===== src/rtl/sync_debouncer.sv =====
// sync_debouncer
//   Brings a raw, bouncing, active-low push-button into the clk domain,
//   debounces the synchronised level and emits one active-low, single-cycle
//   strobe for every accepted press. Releases are debounced the same way but
//   never produce a strobe.
//
// Parameters
//   DEBOUNCE_CYCLES  consecutive clk cycles a new level must persist (>= 2)
//   CNT_WIDTH        counter width, 2**CNT_WIDTH > DEBOUNCE_CYCLES
//
// Ports
//   clk          in   system clock
//   rst_n        in   synchronous reset, active-low
//   button       in   raw asynchronous button level, 0 = pressed
//   button_once  out  press strobe, low for exactly one clk cycle per press
module sync_debouncer #(
  parameter int DEBOUNCE_CYCLES = 840000,
  parameter int CNT_WIDTH       = 20
) (
  input  logic clk,
  input  logic rst_n,
  input  logic button,
  output logic button_once
);

  localparam logic [CNT_WIDTH-1:0] CNT_LAST = CNT_WIDTH'(DEBOUNCE_CYCLES - 1);
  localparam logic [CNT_WIDTH-1:0] CNT_ONE  = CNT_WIDTH'(1);

  logic                 sync_1;
  logic                 sync_2;
  logic                 stable;
  logic [CNT_WIDTH-1:0] cnt;

  always_ff @(posedge clk) begin
    if (!rst_n) begin
      sync_1      <= 1'b1;
      sync_2      <= 1'b1;
      stable      <= 1'b1;
      cnt         <= '0;
      button_once <= 1'b1;
    end else begin
      // plain two-flop chain; only sync_2 is used below
      sync_1      <= button;
      sync_2      <= sync_1;
      button_once <= 1'b1;
      if (sync_2 == stable) begin
        // any return to the accepted level throws away partial progress
        cnt <= '0;
      end else if (cnt == CNT_LAST) begin
        stable <= sync_2;
        cnt    <= '0;
        // strobe only on the released -> pressed transition
        if (!sync_2) begin
          button_once <= 1'b0;
        end
      end else begin
        cnt <= cnt + CNT_ONE;
      end
    end
  end

endmodule


===== config.mk =====
export PLATFORM = sky130hd
export DESIGN_NAME = sync_debouncer
export DESIGN_NICKNAME = d
export VERILOG_FILES = /design/src/rtl/sync_debouncer.sv
export SDC_FILE = /design/constraint.sdc
export NUM_CORES = 1
export LEC_CHECK = 0
export CAP_MARGIN = 20
export CORE_UTILIZATION = 57
export DETAILED_ROUTE_END_ITERATION = 8
export PLACE_DENSITY_LB_ADDON = 0.05
export SYNTH_ARGS = -nofsm -noshare
export SYNTH_HDL_FRONTEND = slang
export SYNTH_SLANG_ARGS = --single-unit

===== constraint.sdc =====
create_clock -name clk -period 2.4 [get_ports clk]
set_clock_uncertainty 0.2 [all_clocks]
set_input_delay 0.6 -clock clk [delete_from_list [all_inputs] [get_ports clk]]
set_output_delay 0.6 -clock clk [all_outputs]
set_load 0.01 [all_outputs]

; ---- Word-level counts from Yosys, hierarchy flattened
; Index checks and enable logic that the tools add are counted.
[op_classes]
addsub = 1
eq_ne = 2
n_mux = 1
n_bitwise = 3
reduce_logical = 3
[ops]
columns = cell, n
row1 = $add 20x1->20 const B, 1
row2 = $eq 20x20->1 const B, 1
row3 = $reduce_or 3->1, 2
row4 = $not 1->1, 3
row5 = $reduce_and 2->1, 1
row6 = $eq 1x1->1, 1
row7 = $mux 1, 1
[word_totals]
regBits = 24
input_bits = 3
out_inout_bits = 1
wordCells = 15

; ---- Longest topological paths before layout
; Gate-level depths: netlist (run 1).
[logic_depth]
word_depth = 3
ltp_mapped = 6
ltp_nobuf = 5

; ---- Worst setup path before layout (run 1)
; Ideal clock, no wire load.
[synth_path]
kind = flip-flop to flip-flop
startpoint = register cnt[0]
endpoint = register cnt[10]
setup_time_ps = 117
arrival_time_ps = 1839
required_ps = 2083
slack_ps = 244
path_stages_with_launch = 7
n_path_buf = 1
period_less_slack_ps = 2156
cell_sequence = dfxtp_1 ha_1 nand4_1 or4_1 o21bai_2 buf_2 nor2_1
[synth_via]
elab_chain_len = 2
elab_cells_between_ends = 3
cone_classes = 1 x add/sub / 1 x eq/ne / 1 x reduce/logical
[synth_lines]
columns = element, line_no
row1 = "start, declared", 32  ; logic [CNT_WIDTH-1:0] cnt;
row2 = "start signal, assigned", 57  ; cnt <= cnt + CNT_ONE;
row3 = "parallel branches: the longest is 2 deep, another holds $add 20x1->20", n/a
; Several ways; the timed one is not identified.
; A chain may end at the register's enable or synchronous reset.

; ---- Worst setup path after layout (run 1)
[layout_path]
startpoint = register cnt[0]
endpoint = register cnt[18]
; Same word-level chain as after synthesis.

==> qor.json, run 1 <==
{
  "worst-setup-path-type": "flip-flop to flip-flop",
  "tritoncts.num_buffers": 3,
  "yosys.cell_types.count": 29,
  "drt_pre_antenna_iters": 4,
  "tritoncts_clock_tree": "yes",
  "cts_max_level": 1,
  "cellPowerDensity_mw_per_mm2": 537.3,
  "globalRouteOverflowTotal": 0,
  "fin_setup_tns_ns": 0,
  "holdPathStages": 1,
  "nFillCells": 157,
  "timing.critical_path.from_type": "flip-flop",
  "fp.coreArea_mm2": 0.001745,
  "timing.final.hold_violations": 0,
  "finish.cell_count_without_fillers": 150,
  "nets": 130,
  "register_area_um2": 480.5,
  "critical_path_peak_fanout": 4,
  "whs_ns": 0.2254,
  "max_freq_ghz": 0.4325,
  "area_delta_synth_final_pct": 8.952,
  "gpl.final_weighted_congestion": 0.8173,
  "post_synth.cell_area_avg_um2": 8.927,
  "post-route-min-period_ns": 2.312,
  "post_synth_inst_count": 119,
  "clk_pin_slew_worst_paths_ns": 0.12,
  "design.die.area_mm2": 0.002040,
  "routed-via-count": 825,
  "worstRegToRegCells": 5,
  "fin_crit_sh_pct": 96.33,
  "cts_repair_resizes": 0,
  "yosysWarningCount": 0,
  "die-width_um": 45.17,
  "cp_data_arrival_time_ns": 2.37,
  "r2r_setup_slack_ns": 0.09,
  "measured_slew_at_the_worst_slew_check_pin_ns": 0.3377,
  "cellLeakagePower_nw": 0.3364,
  "grt_max_degree": 20,
  "drt_iter0_markers": 21,
  "clock_tree.buffer_depth": 2,
  "finalCoreUtilization_pct": 66.31,
  "postCtsSetupRepairBufs": 0,
  "vdd_drop_max_v": 0.0004540,
  "io_pins": 4,
  "synth-seq-cells": 24,
  "cts_hold_repair.buffers": 0,
  "num_rows": 15,
  "max-slew-margin-rel_pct": 77.28,
  "worst_r2r_startpoint": "cnt[0]",
  "portBuffers": 3,
  "max-cap-violations": 0,
  "mappedNetlistNets": 123,
  "min-delay-start": "sync_1",
  "clock-root-buffer": "sky130_fd_sc_hd__clkbuf_4",
  "setup_violations": 0,
  "drcViolationCount": 0,
  "synth.yosys.seq_area_share_pct": 45.23,
  "clock_sinks": 24,
  "insertedDiodeCount": 0,
  "outcome": "finished, final reports clean",
  "worst_hold_path.endpoint": "sync_2",
  "rsz_0062_raised_after_global_routing": "no",
  "clkLatencyLatePin_ns": 0.32,
  "routed_wire_length_per_instance_um": 12.49,
  "initial_antenna_violation_count": 0,
  "postLayoutCellArea_mm2": 0.001157,
  "area_of_the_multi_input_gates_um2": 545.5,
  "dpl-instance-area_mm2": 0.001121,
  "syn_area_mm2": 0.001062,
  "grt_util_all_layers_pct": 21.14,
  "worstPathRequired_ns": 2.46,
  "place.detailed.instances": 146,
  "postRouteWirelength_um": 1873,
  "floorplan.initialDensity_pct": 60.86,
  "antenna_violating_nets_left": 0,
  "grt_first_pass_wirelength_um": 3049,
  "dieHeight_um": 45.17,
  "vias_per_cell": 5.500,
  "timing.rr.end": "cnt[18]",
  "critPathCaptureType": "flip-flop",
  "min-delay-path-class": "flip-flop to flip-flop",
  "final_max_slew_viol_count": 0,
  "ratio_of_cells_with_drive_above_1_in_the_final_layout_pct": 11.20,
  "vias_in_the_first_global_route": 683,
  "dp_hpwl_um": 1390
}
## through the flow
step / total power [W] / setup slack [ns]
5_1_grt: 0.0006455 / 0.006413
3_5_place_dp: 0.0004210 / 0.1362
6_report: 0.0006219 / 0.08798
3_3_place_gp: 0.0004205 / 0.2096
4_1_cts: 0.0006255 / 0.1143
2_1_floorplan: 0.0004150 / 0.2438
## logic make-up (layout without fill, tap and decap cells)
group	count (synthesis)	after routing	share of synthesized area [%]
XOR/XNOR	14	14	11.54
buffers and inverters	8	14	3.416
adder cells (fa/ha/maj)	1	1	1.178
flip-flops	24	24	45.23
AND/OR/NAND/NOR	60	60	31.57
AO/OA/AOI/OAI	12	12	7.067
## routing by layer
layer  GRT usage (%)  part of all wire, %  vias to the layer above
li1                -                    -                      423
met1           27.11                   46                      381
met2           33.04                   49                       16
met3           4.800                  3.0                        5
met4           10.91                  2.0                        0
met5               0                    0                        -
## cell type report
type / instances / area share (%)
multi-input cells: 87 / 47.14
flip-flops and latches: 24 / 41.51
repair buffers: 5 / 3.892
clock buffers: 4 / 3.135
well taps: 25 / 2.703
inverters: 5 / 1.622
## synth_stat cells
library cell               instances  area share, %
sky130_fd_sc_hd__a21oi_1           4            1.9
sky130_fd_sc_hd__a21oi_2           1           0.82
sky130_fd_sc_hd__and3_1            2            1.2
sky130_fd_sc_hd__and4_2            1           0.94
sky130_fd_sc_hd__buf_2             2           0.94
sky130_fd_sc_hd__buf_4             1           0.71
sky130_fd_sc_hd__dfxtp_1          24             45
sky130_fd_sc_hd__ha_1              1            1.2
sky130_fd_sc_hd__inv_1             5            1.8
sky130_fd_sc_hd__nand2_1           6            2.1
sky130_fd_sc_hd__nand2b_1          3            1.8
sky130_fd_sc_hd__nand3_1           8            3.8
sky130_fd_sc_hd__nand3_4           1            1.6
sky130_fd_sc_hd__nand4_1           3            1.8
sky130_fd_sc_hd__nand4_2           1            1.2
sky130_fd_sc_hd__nor2_1           18            6.4
sky130_fd_sc_hd__nor3_1            4            1.9
sky130_fd_sc_hd__nor3b_1           1           0.71
sky130_fd_sc_hd__nor4_1            3            1.8
sky130_fd_sc_hd__o21ai_0           4            1.9
sky130_fd_sc_hd__o21bai_2          1            1.1
sky130_fd_sc_hd__o31ai_1           2            1.4
sky130_fd_sc_hd__or3_1             3            1.8
sky130_fd_sc_hd__or3_2             1           0.71
sky130_fd_sc_hd__or4_1             3            2.1
sky130_fd_sc_hd__or4_2             1           0.82
sky130_fd_sc_hd__or4_4             1            1.1
sky130_fd_sc_hd__xnor2_1          10            8.2
sky130_fd_sc_hd__xor2_1            4            3.3
## critical path: stages (launching register included)
cell and delay, ns:
sky130_fd_sc_hd__dfxtp_1 0.40, sky130_fd_sc_hd__ha_1 0.24, sky130_fd_sc_hd__nand3_1 0.19, sky130_fd_sc_hd__or4_2 0.73, sky130_fd_sc_hd__or3_1 0.37, sky130_fd_sc_hd__a21oi_1 0.14
## flip-flops by register name, summed over array words and instances (netlist names)
signal,cells
button_once,1
cnt,20
sync_2,1
stable,1
sync_1,1
## cells in the final DEF, fill, tap and decap left out, types with 4 or more instances in the layout
cell type,netlist,routed
sky130_fd_sc_hd__a21oi_1,4,4
sky130_fd_sc_hd__inv_1,5,5
sky130_fd_sc_hd__nor3_1,4,4
sky130_fd_sc_hd__o21ai_0,4,4
sky130_fd_sc_hd__nand3_1,8,8
sky130_fd_sc_hd__nor2_1,18,18
sky130_fd_sc_hd__xnor2_1,10,10
sky130_fd_sc_hd__dfxtp_1,24,24
sky130_fd_sc_hd__xor2_1,4,4
sky130_fd_sc_hd__nand2_1,6,6
## where the power goes
group          leakage [nW]  switching (W)  internal (W)
logic                 0.122     0.00000521    0.00000533
registers             0.194     0.00000106      0.000400
clock network        0.0210       0.000117     0.0000928
## worst max path at each step
stage | endpoint | slack [ns] | startpoint
after global routing | cnt[18] | 0.006 | cnt[0]
final | cnt[18] | 0.09 | cnt[0]
after floorplan | cnt[10] | 0.24 | cnt[0]
after global placement | cnt[18] | 0.21 | cnt[0]
after detailed placement | cnt[18] | 0.14 | cnt[0]
after CTS | cnt[18] | 0.11 | cnt[0]
No activity file was read; power rests on OpenSTA's default activity.
==> run 2: changes to the inputs <==
Settings changed: GPL_TIMING_DRIVEN set to 0.
==> qor.json, run 2 (synthesis results as in run 1) <==
{
  "area_delta_synth_final_pct": 12.49,
  "critPathCaptureType": "flip-flop",
  "number_of_flip_flops_under_the_largest_register_name": {"value": 20, "change": "unchanged"},
  "max_freq": {"value": 0.4248, "unit": "GHz", "change": "-1.8%"},
  "tritoncts_clock_tree": "yes",
  "dpl-instance-area": {"value": 0.001124, "unit": "mm²", "change": "+0.22%"},
  "max-cap-violations": {"value": 0, "change": "unchanged"},
  "crit_chain": "ha_1, nand3_2, or4_2, or3_1, a21oi_1",
  "final_max_slew_viol_count": {"value": 0, "change": "unchanged"},
  "clock_sinks": {"value": 24, "change": "unchanged"},
  "num_rows": {"value": 15, "change": "unchanged"},
  "worstPathRequired": {"value": 2.43, "unit": "ns", "change": "-0.03 ns"},
  "io_pins": {"value": 4, "change": "unchanged"},
  "min-delay-path-class": "flip-flop to flip-flop",
  "design.die.area": {"value": 0.002040, "unit": "mm²", "change": "unchanged"},
  "cp_data_arrival_time": {"value": 2.39, "unit": "ns", "change": "+0.02 ns"},
  "cpPeakStageDelay": {"value": 0.74, "unit": "ns", "change": "about the same"},
  "cellLeakagePower": {"value": 0.3519, "unit": "nW", "change": "+4.6%"},
  "finalCoreUtilization": {"value": 68.46, "unit": "%", "change": "+2.2 points"},
  "min-delay-start": "sync_1",
  "setup_violations": {"value": 0, "change": "unchanged"},
  "dp_hpwl": {"value": 1369, "unit": "µm", "change": "-1.5%"},
  "timing.final.hold_violations": {"value": 0, "change": "unchanged"},
  "dieHeight": {"value": 45.17, "unit": "µm", "change": "unchanged"},
  "grt_first_pass_wirelength": {"value": 2925, "unit": "µm", "change": "-4.1%"},
  "ratio_of_cells_with_drive_above_1_in_the_final_layout": {"value": 14.73, "unit": "%", "change": "+3.5 points"},
  "antenna_violating_nets_left": {"value": 0, "change": "unchanged"},
  "timing.critical_path.from_type": "flip-flop",
  "worst-setup-path-type": "flip-flop to flip-flop",
  "crit_path_start": "cnt[0]",
  "initial_antenna_violation_count": {"value": 0, "change": "unchanged"},
  "clock_tree.buffer_depth": {"value": 2, "change": "unchanged"},
  "postLayoutCellArea": {"value": 0.001195, "unit": "mm²", "change": "+3.2%"},
  "drcViolationCount": {"value": 0, "change": "unchanged"},
  "postRouteWirelength": {"value": 1863, "unit": "µm", "change": "-0.53%"},
  "outcome": "finished, final reports clean",
  "most-common-layout-cells": "sky130_fd_sc_hd__dfxtp_1 (24), sky130_fd_sc_hd__nor2_1 (18), sky130_fd_sc_hd__xnor2_1 (10)",
  "portBuffers": {"value": 3, "change": "unchanged"},
  "cts_max_level": {"value": 1, "change": "unchanged"},
  "critical_path_peak_fanout": {"value": 4, "change": "unchanged"},
  "floorplan.initialDensity": {"value": 60.86, "unit": "%", "change": "unchanged"},
  "vias_in_the_first_global_route": {"value": 676, "change": "-1.0%"},
  "crit_slowest_cell": "sky130_fd_sc_hd__or4_2",
  "grt_util_all_layers": {"value": 19.23, "unit": "%", "change": "-1.9 points"},
  "max-slew-margin-rel": {"value": 77.89, "unit": "%", "change": "+0.61 points"},
  "max_flop_register": "cnt",
  "min_setup_slack_post_route": {"value": 0.04572, "unit": "ns", "change": "-0.04226 ns"},
  "post-route-min-period": {"value": 2.354, "unit": "ns", "change": "+0.04226 ns"},
  "clk_pin_slew_worst_paths": {"value": 0.12, "unit": "ns", "change": "about the same"},
  "grt_max_degree": {"value": 14, "change": "-30%"},
  "die-width": {"value": 45.17, "unit": "µm", "change": "unchanged"},
  "fin_crit_sh": {"value": 98.10, "unit": "%", "change": "+1.8 points"},
  "gpl.final_weighted_congestion": {"value": 0.7676, "change": "-6.1%"},
  "clkLatencyLatePin": {"value": 0.30, "unit": "ns", "change": "-0.02 ns"},
  "measured_slew_at_the_worst_slew_check_pin": {"value": 0.3286, "unit": "ns", "change": "-0.009103 ns"},
  "nets": {"value": 134, "change": "+3.1%"},
  "placement.setup.worst_slack": {"value": -0.07221, "unit": "ns", "change": "-0.2084 ns"},
  "nFillCells": {"value": 158, "change": "+0.64%"},
  "cts_hold_repair.buffers": {"value": 0, "change": "unchanged"},
  "mostFrequentLayoutCell": "sky130_fd_sc_hd__dfxtp_1",
  "routed-via-count": {"value": 806, "change": "-2.3%"},
  "fp.coreArea": {"value": 0.001745, "unit": "mm²", "change": "unchanged"},
  "cellPowerDensity": {"value": 517.0, "unit": "mW/mm²", "change": "-3.8%"},
  "routed_wire_length_per_instance": {"value": 12.10, "unit": "µm", "change": "-3.1%"},
  "drt_pre_antenna_iters": {"value": 4, "change": "unchanged"},
  "tritoncts.num_buffers": {"value": 3, "change": "unchanged"},
  "vdd_drop_max": {"value": 0.0004007, "unit": "V", "change": "-12%"},
  "drt_iter0_markers": {"value": 12, "change": "-43%"},
  "insertedDiodeCount": {"value": 0, "change": "unchanged"},
  "globalRouteOverflowTotal": {"value": 0, "change": "unchanged"},
  "clock-root-buffer": "sky130_fd_sc_hd__clkbuf_4",
  "worst_r2r_startpoint": "cnt[0]",
  "vias_per_cell": {"value": 5.234, "change": "-4.8%"}
}
run 2: final timing paths:
check | slack (ns) | cells after the start | to
worst min register to register | 0.23 | 1 | sync_2
worst min-delay path | 0.23 | 1 | sync_2
worst max-delay path | 0.05 | 5 | cnt[18]
worst max register to register | 0.05 | 5 | cnt[18]
run 2: stage by stage:
step	hold slack (ns)	cells	setup TNS (ns)	power [W]
6_report	0.2282	154	0	0.0006178
2_1_floorplan	0.1863	119	0	0.0004150
5_1_grt	0.2440	154	-0.02592	0.0006403
4_1_cts	0.2352	151	0	0.0006246
3_5_place_dp	0.2044	147	-0.6378	0.0004207
3_3_place_gp	0.1909	147	-0.09792	0.0004203
run 2: what timing repair did:
item,in CTS,in global routing
endpoints found under the setup margin,10,11
pin swaps,0,1
resized for setup,1,1
gates cloned,0,0
setup buffers,0,3
run 2: cell type report:
class                           instances  area [µm²]  share of cell area (%)
Buffer                                  3       17.52                   1.466
Clock buffer                            4       36.28                   3.037
Inverter                                5       18.77                   1.571
Multi-Input combinational cell         87       558.0                   46.70
Sequential cell                        24       480.5                   40.21
Tap cell                               25       31.28                   2.618
Timing Repair Buffer                    6       52.55                   4.398
run 2: routing by layer:
layer | routed length [µm] | global-route usage [%] | vias to the layer above
li1 | - | - | 436
met1 | 904 | 27.18 | 356
met2 | 891 | 30.72 | 12
met3 | 52 | 3.600 | 2
met4 | 14 | 3.636 | 0
met5 | 0 | 0 | -
run 2: where the power goes:
| part | leakage, nW | switching, W | internal, W |
|---|---|---|---|
| Combinational | 0.137 | 0.00000541 | 0.00000698 |
| Sequential | 0.194 | 0.00000100 | 0.000400 |
| Clock | 0.0210 | 0.000112 | 0.0000923 |
run 2: critical path, delay by kind of cell, from the launching register on:
family / cells / cell delay, ns
flops: 1 / 0.39
fa+ha+maj: 1 / 0.25
compound gates: 1 / 0.16
simple gates: 3 / 1.30
